$ cat config.mk
export PLATFORM = sky130hd
export DESIGN_NAME = snitch_icache_tag_ctrl
export DESIGN_NICKNAME = d
export VERILOG_FILES = /design/src/rtl/snitch_icache_pkg.sv /design/src/rtl/snitch_icache_victim_sel.sv /design/src/rtl/snitch_icache_tag_ctrl.sv
export SDC_FILE = /design/constraint.sdc
export NUM_CORES = 1
export LEC_CHECK = 0
export BUFFER_PORTS_ARGS = -buffer_cell sky130_fd_sc_hd__buf_2
export CORE_AREA = 2 2 106 108
export DETAILED_ROUTE_END_ITERATION = 10
export DIE_AREA = 0 0 108 110
export PLACE_DENSITY = 0.74
export SLEW_MARGIN = 0
export SYNTH_ARGS = -nofsm -noshare
export SYNTH_HDL_FRONTEND = slang
export SYNTH_HIERARCHICAL = 1
export SYNTH_SLANG_ARGS = --single-unit
$ cat constraint.sdc
create_clock -name clk_i -period 3.3 [get_ports clk_i]
set_clock_uncertainty 0.2 [all_clocks]
set_input_delay 0.495 -clock clk_i [delete_from_list [all_inputs] [get_ports clk_i]]
set_output_delay 0.495 -clock clk_i [all_outputs]
set_load 0.01 [all_outputs]
$ cat src/rtl/snitch_icache_pkg.sv
// Shared instruction-cache definitions: tag-entry layout and controller states.
package snitch_icache_pkg;

    typedef enum logic {
        SWEEP,
        IDLE
    } tag_state_e;

    // Stored entry is {valid, error, tag}.
    localparam int unsigned TAG_META_BITS = 2;

    function automatic int unsigned valid_bit(input int unsigned tag_width);
        return tag_width + 1;
    endfunction

    function automatic int unsigned error_bit(input int unsigned tag_width);
        return tag_width;
    endfunction

    function automatic int unsigned set_align(input int unsigned set_count);
        return (set_count > 1) ? $clog2(set_count) : 1;
    endfunction

endpackage

$ cat src/rtl/snitch_icache_victim_sel.sv
// Victim way selection: lowest invalid way, otherwise a round-robin pointer.
module snitch_icache_victim_sel
    import snitch_icache_pkg::*;
#(
    parameter int unsigned SET_COUNT = 2,
    parameter int unsigned SET_ALIGN = set_align(SET_COUNT)
) (
    input  logic                 clk_i,
    input  logic                 rst_ni,
    input  logic [SET_COUNT-1:0] valid_i,
    input  logic                 advance_i,
    output logic [SET_ALIGN-1:0] victim_o
);

    logic [SET_ALIGN-1:0] ptr_q;

    always_ff @(posedge clk_i) begin
        if (!rst_ni) begin
            ptr_q <= '0;
        end else if (advance_i) begin
            ptr_q <= (ptr_q == SET_ALIGN'(SET_COUNT - 1)) ? '0 : ptr_q + SET_ALIGN'(1);
        end
    end

    always_comb begin
        logic found;
        found    = 1'b0;
        victim_o = ptr_q;
        for (int unsigned i = 0; i < SET_COUNT; i++) begin
            if (!valid_i[i] && !found) begin
                victim_o = SET_ALIGN'(i);
                found    = 1'b1;
            end
        end
    end

endmodule

$ cat src/rtl/snitch_icache_tag_ctrl.sv
// Tag memory sequencer: init/flush sweeps, refill writes and lookups with
// fixed priority, plus a one-cycle-latency hit/miss response.
module snitch_icache_tag_ctrl
    import snitch_icache_pkg::*;
#(
    parameter int unsigned SET_COUNT   = 2,
    parameter int unsigned LINE_COUNT  = 128,
    parameter int unsigned TAG_WIDTH   = 37,
    parameter int unsigned COUNT_ALIGN = $clog2(LINE_COUNT),
    parameter int unsigned SET_ALIGN   = set_align(SET_COUNT),
    parameter int unsigned ENTRY_WIDTH = TAG_WIDTH + TAG_META_BITS
) (
    input  logic                             clk_i,
    input  logic                             rst_ni,
    input  logic                             flush_valid_i,
    output logic                             flush_ready_o,
    output logic                             flush_done_o,
    output logic                             busy_o,
    input  logic                             write_valid_i,
    output logic                             write_ready_o,
    input  logic [COUNT_ALIGN-1:0]           write_addr_i,
    input  logic [SET_ALIGN-1:0]             write_set_i,
    input  logic [TAG_WIDTH-1:0]             write_tag_i,
    input  logic                             write_error_i,
    input  logic                             lookup_valid_i,
    output logic                             lookup_ready_o,
    input  logic [COUNT_ALIGN-1:0]           lookup_addr_i,
    input  logic [TAG_WIDTH-1:0]             lookup_tag_i,
    output logic                             rsp_valid_o,
    output logic                             rsp_hit_o,
    output logic                             rsp_error_o,
    output logic [SET_ALIGN-1:0]             rsp_set_o,
    output logic [SET_COUNT-1:0]             ram_enable_o,
    output logic                             ram_write_o,
    output logic [COUNT_ALIGN-1:0]           ram_addr_o,
    output logic [SET_COUNT*ENTRY_WIDTH-1:0] ram_wtag_o,
    input  logic [SET_COUNT*ENTRY_WIDTH-1:0] ram_rtag_i
);

    localparam int unsigned VALID_BIT = valid_bit(TAG_WIDTH);
    localparam int unsigned ERROR_BIT = error_bit(TAG_WIDTH);

    tag_state_e             state_q, state_d;
    logic [COUNT_ALIGN-1:0] cnt_q, cnt_d;
    logic                   sweep_last;
    logic                   lookup_fire;
    logic [TAG_WIDTH-1:0]   tag_q;
    logic [SET_COUNT-1:0]   way_valid;
    logic [SET_ALIGN-1:0]   victim;

    assign busy_o = (state_q == SWEEP);

    always_ff @(posedge clk_i) begin
        if (!rst_ni) begin
            state_q      <= SWEEP;
            cnt_q        <= '0;
            flush_done_o <= 1'b0;
            rsp_valid_o  <= 1'b0;
            tag_q        <= '0;
        end else begin
            state_q      <= state_d;
            cnt_q        <= cnt_d;
            flush_done_o <= sweep_last;
            rsp_valid_o  <= lookup_fire;
            if (lookup_fire) begin
                tag_q <= lookup_tag_i;
            end
        end
    end

    // Outputs are gated by rst_ni so the SRAMs see no requests while reset is held.
    always_comb begin
        state_d        = state_q;
        cnt_d          = cnt_q;
        sweep_last     = 1'b0;
        lookup_fire    = 1'b0;
        flush_ready_o  = 1'b0;
        write_ready_o  = 1'b0;
        lookup_ready_o = 1'b0;
        ram_enable_o   = '0;
        ram_write_o    = 1'b0;
        ram_addr_o     = '0;
        ram_wtag_o     = '0;
        if (rst_ni) begin
            unique case (state_q)
                SWEEP: begin
                    ram_enable_o = '1;
                    ram_write_o  = 1'b1;
                    ram_addr_o   = cnt_q;
                    if (cnt_q == COUNT_ALIGN'(LINE_COUNT - 1)) begin
                        state_d    = IDLE;
                        cnt_d      = '0;
                        sweep_last = 1'b1;
                    end else begin
                        cnt_d = cnt_q + COUNT_ALIGN'(1);
                    end
                end
                IDLE: begin
                    flush_ready_o  = 1'b1;
                    write_ready_o  = !flush_valid_i;
                    lookup_ready_o = !flush_valid_i && !write_valid_i;
                    if (flush_valid_i) begin
                        // Accept cycle clears line 0; the sweep continues from line 1.
                        ram_enable_o = '1;
                        ram_write_o  = 1'b1;
                        state_d      = SWEEP;
                        cnt_d        = COUNT_ALIGN'(1);
                    end else if (write_valid_i) begin
                        ram_enable_o = SET_COUNT'(1) << write_set_i;
                        ram_write_o  = 1'b1;
                        ram_addr_o   = write_addr_i;
                        ram_wtag_o[write_set_i*ENTRY_WIDTH +: ENTRY_WIDTH] =
                            {1'b1, write_error_i, write_tag_i};
                    end else if (lookup_valid_i) begin
                        ram_enable_o = '1;
                        ram_addr_o   = lookup_addr_i;
                        lookup_fire  = 1'b1;
                    end
                end
                default: ;
            endcase
        end
    end

    // Lowest-index matching way wins when several ways hit.
    always_comb begin
        logic [ENTRY_WIDTH-1:0] entry;
        entry       = '0;
        way_valid   = '0;
        rsp_hit_o   = 1'b0;
        rsp_error_o = 1'b0;
        rsp_set_o   = victim;
        for (int unsigned i = 0; i < SET_COUNT; i++) begin
            entry        = ram_rtag_i[i*ENTRY_WIDTH +: ENTRY_WIDTH];
            way_valid[i] = entry[VALID_BIT];
            if (entry[VALID_BIT] && (entry[TAG_WIDTH-1:0] == tag_q) && !rsp_hit_o) begin
                rsp_hit_o   = 1'b1;
                rsp_error_o = entry[ERROR_BIT];
                rsp_set_o   = SET_ALIGN'(i);
            end
        end
    end

    snitch_icache_victim_sel #(
        .SET_COUNT (SET_COUNT),
        .SET_ALIGN (SET_ALIGN)
    ) i_victim_sel (
        .clk_i     (clk_i),
        .rst_ni    (rst_ni),
        .valid_i   (way_valid),
        .advance_i (rsp_valid_o && !rsp_hit_o && (&way_valid)),
        .victim_o  (victim)
    );

endmodule

==> results.txt <==
setup-violating endpoint count in the final report - 0
R2R Path Start - tag_q[33]
Setup CP Type - reg -> out
register area - 961 um2
Hold Path Stages - 3
CP max FO - 4
DRC viols - 0
Synth Cell Area - 3350 um2
class of the worst hold path - in -> reg
RSZ-0062 raised after global routing - false
CTS max path bufs - 2
initial antenna violation count - 2
core area - 10700 um2
CP peak stage delay - 370 ps
CTS H-Tree Depth - 2
pwr dens - 236 nW/um2
cell area after layout - 4890 um2
fin. max-slew vios - 0
capturing point of the worst reg2reg path - i_victim_sel/ptr_q
CP cell instances - xor2_1, nor4_1, nand4_1, nor3_4, mux2i_1, buf_2
worst reg2reg setup slack - 1110 ps
CP Data Arrival Time - 2130 ps
routability congestion estimate - 0.884
Via-to-Cell Ratio - 4.79
worst r2r path cells - 7
pin count of the biggest net entering global routing - 47
post-CTS setup buffer count - 0
peak supply drop - 0.000133 V
Synth Net Count - 624
startpoint types - flip-flop
Top FF cell, synth - dfxtp_1
share of cells above drive strength 1 - 40.8%
Pleak - 2.70 nW
Root Driver - clkbuf_8
minimum clock period - 2830 ps
Post-synth ARST share - 0%
post-route setup TNS - 0 ps
Reg clk slew, reported paths - 100 ps
post-synthesis average cell area - 7.44 um2
CTS tree - yes
Post-synth EDFFs - 0
WL per Instance - 18.2 um
die height - 110 um
vias in the first global route - 3763
Design Power - 1.15 mW
max_cap viols - 0
Core Rows - 38
Area after DPL - 4790 um2
die area - 11900 um2
Area Growth Syn to Fin - 45.9%
Fill cells - 1146
Fin. Hold Viols - 0
Die W - 108 um
CTS sink cnt - 48
status - complete, no violations
Final nets - 881
GRT Util Overall - 24.8%
DRT antenna net count - 0
crit share post-route - 85.7%
drt pass-1 iters - 5
Fmax achieved - 0.353 GHz
Clock Latency Late Sink - 300 ps
Synth warnings - 6
Hold Buf Count CTS - 0
area of the multi-input gates - 2220 um2
Initial Util - 31.3%
Synth cell types - 37
DP Wirelength - 13.0 mm
WL final - 15.5 mm
hold_sp - lookup_tag_i[3]
Num CTS Buffers - 5
register area share after synthesis - 28.7%
Synth Register Bits - 48
global-route wire length before repair - 21.8 mm
Core Util, Final - 45.7%
slowest CP cell - nor4_1
num ports - 270
WP data required - 2600 ps
Worst Tran Pin Value - 618 ps
vias - 4084
IO buf count - 269
Post-CTS Resized - 0
initial DRC count - 296
crit end category - output pin
GRT Residual Overflow - 0
Synth Instances - 450
Max-slew headroom - 58.7%
worst hold endpoint - tag_q[3]
[layer usage]
| metal | part of all wire (%) | track usage (%) |
|---|---|---|
| met4 | 3.0 | 8.61 |
| met3 | 8.0 | 6.06 |
| met2 | 47 | 40.7 |
| met5 | 0 | 0 |
| met1 | 42 | 32.0 |
[cells in the mapped netlist (3+ instances only)]
library cell | count | area, um2
clkbuf_2 | 4 | 20.0
nand4_1 | 12 | 75.1
nand2_1 | 93 | 349
a31oi_1 | 3 | 18.8
xnor2_1 | 33 | 289
dfxtp_1 | 48 | 961
nand3_1 | 3 | 15.0
o21ai_1 | 6 | 30.0
and2_1 | 40 | 250
inv_1 | 8 | 30.0
a22oi_1 | 8 | 60.1
o21ai_0 | 41 | 205
xor2_1 | 39 | 342
and3_1 | 43 | 269
clkbuf_1 | 11 | 41.3
buf_2 | 8 | 40.0
nand2b_1 | 5 | 31.3
nor4_1 | 11 | 68.8
nor2_1 | 12 | 45.0
[power by group]
group          total [mW]  switching (mW)  internal, mW
combinational       0.213           0.102         0.111
clock               0.355           0.203         0.152
sequential          0.586         0.00377         0.582
[layout by cell type, fill, tap and decap left out, drive strengths merged, types with 2 or more instances in the layout]
master	instances
nor2	13
dfxtp	48
a31oi	3
nand2	93
o21ai	47
nor3	2
and3	43
inv	8
xnor2	33
xor2	39
a21oi	2
and2	40
nand2b	5
diode	4
a22oi	8
nand3	3
buf	277
a22o	2
nand4	12
nor4	11
clkbuf	7
[cell type report]
class	count	area share, %
clock inverter	1	0.179
antenna	4	0.205
clock buffer	7	1.56
tap	140	3.58
inverter	8	0.614
timing repair buffer	277	28.8
multi-input combinational	367	45.4
sequential	48	19.7
[registers in the layout, indices dropped and copies added, names as in the netlist]
register            flops
cnt_q                   7
flush_done_o            1
i_victim_sel/ptr_q      1
rsp_valid_o             1
state_q                 1
tag_q                  37
[critical path: cells and delay by family (launching register included)]
| kind | cells | cell delay, ps |
|---|---|---|
| xor+xnor | 1 | 170 |
| buf+inv | 1 | 140 |
| flops | 1 | 360 |
| mux | 1 | 210 |
| simple gates | 3 | 950 |
[how the worst max path moves through the flow]
stage | cells after the start | slack [ps] | from | end
floorplan | 5 | 1010 | ram_rtag_i[33] | rsp_error_o
global placement | 7 | 570 | ram_rtag_i[33] | rsp_error_o
detailed placement | 7 | 570 | ram_rtag_i[33] | rsp_error_o
CTS | 6 | 450 | tag_q[9] | rsp_error_o
global route | 6 | 260 | tag_q[33] | rsp_error_o
finish | 6 | 470 | tag_q[33] | rsp_error_o
[per-stage QoR]
| step | std cells | hold slack (ps) | setup slack [ps] |
|---|---|---|---|
| after global routing | 850 | 175 | 260 |
| after floorplan | 450 | 265 | 1010 |
| after detailed placement | 840 | 286 | 567 |
| final | 852 | 181 | 470 |
| after CTS | 848 | 170 | 450 |
| after global placement | 840 | 282 | 573 |
[kinds of logic (layout without fill, tap and decap cells)]
kind of cell | after synthesis | count (layout) | synth area share (%)
AND/OR/NAND/NOR | 226 | 226 | 35.3
adder cells (fa/ha/maj) | 1 | 1 | 0.373
multiplexers | 1 | 1 | 0.299
buffers and inverters | 35 | 293 | 5.04
XOR/XNOR | 72 | 72 | 18.8
AO/OA/AOI/OAI | 67 | 67 | 11.5
other | 0 | 4 | 0
flip-flops | 48 | 48 | 28.7
Note: power is estimated with default switching activity, not from simulation.
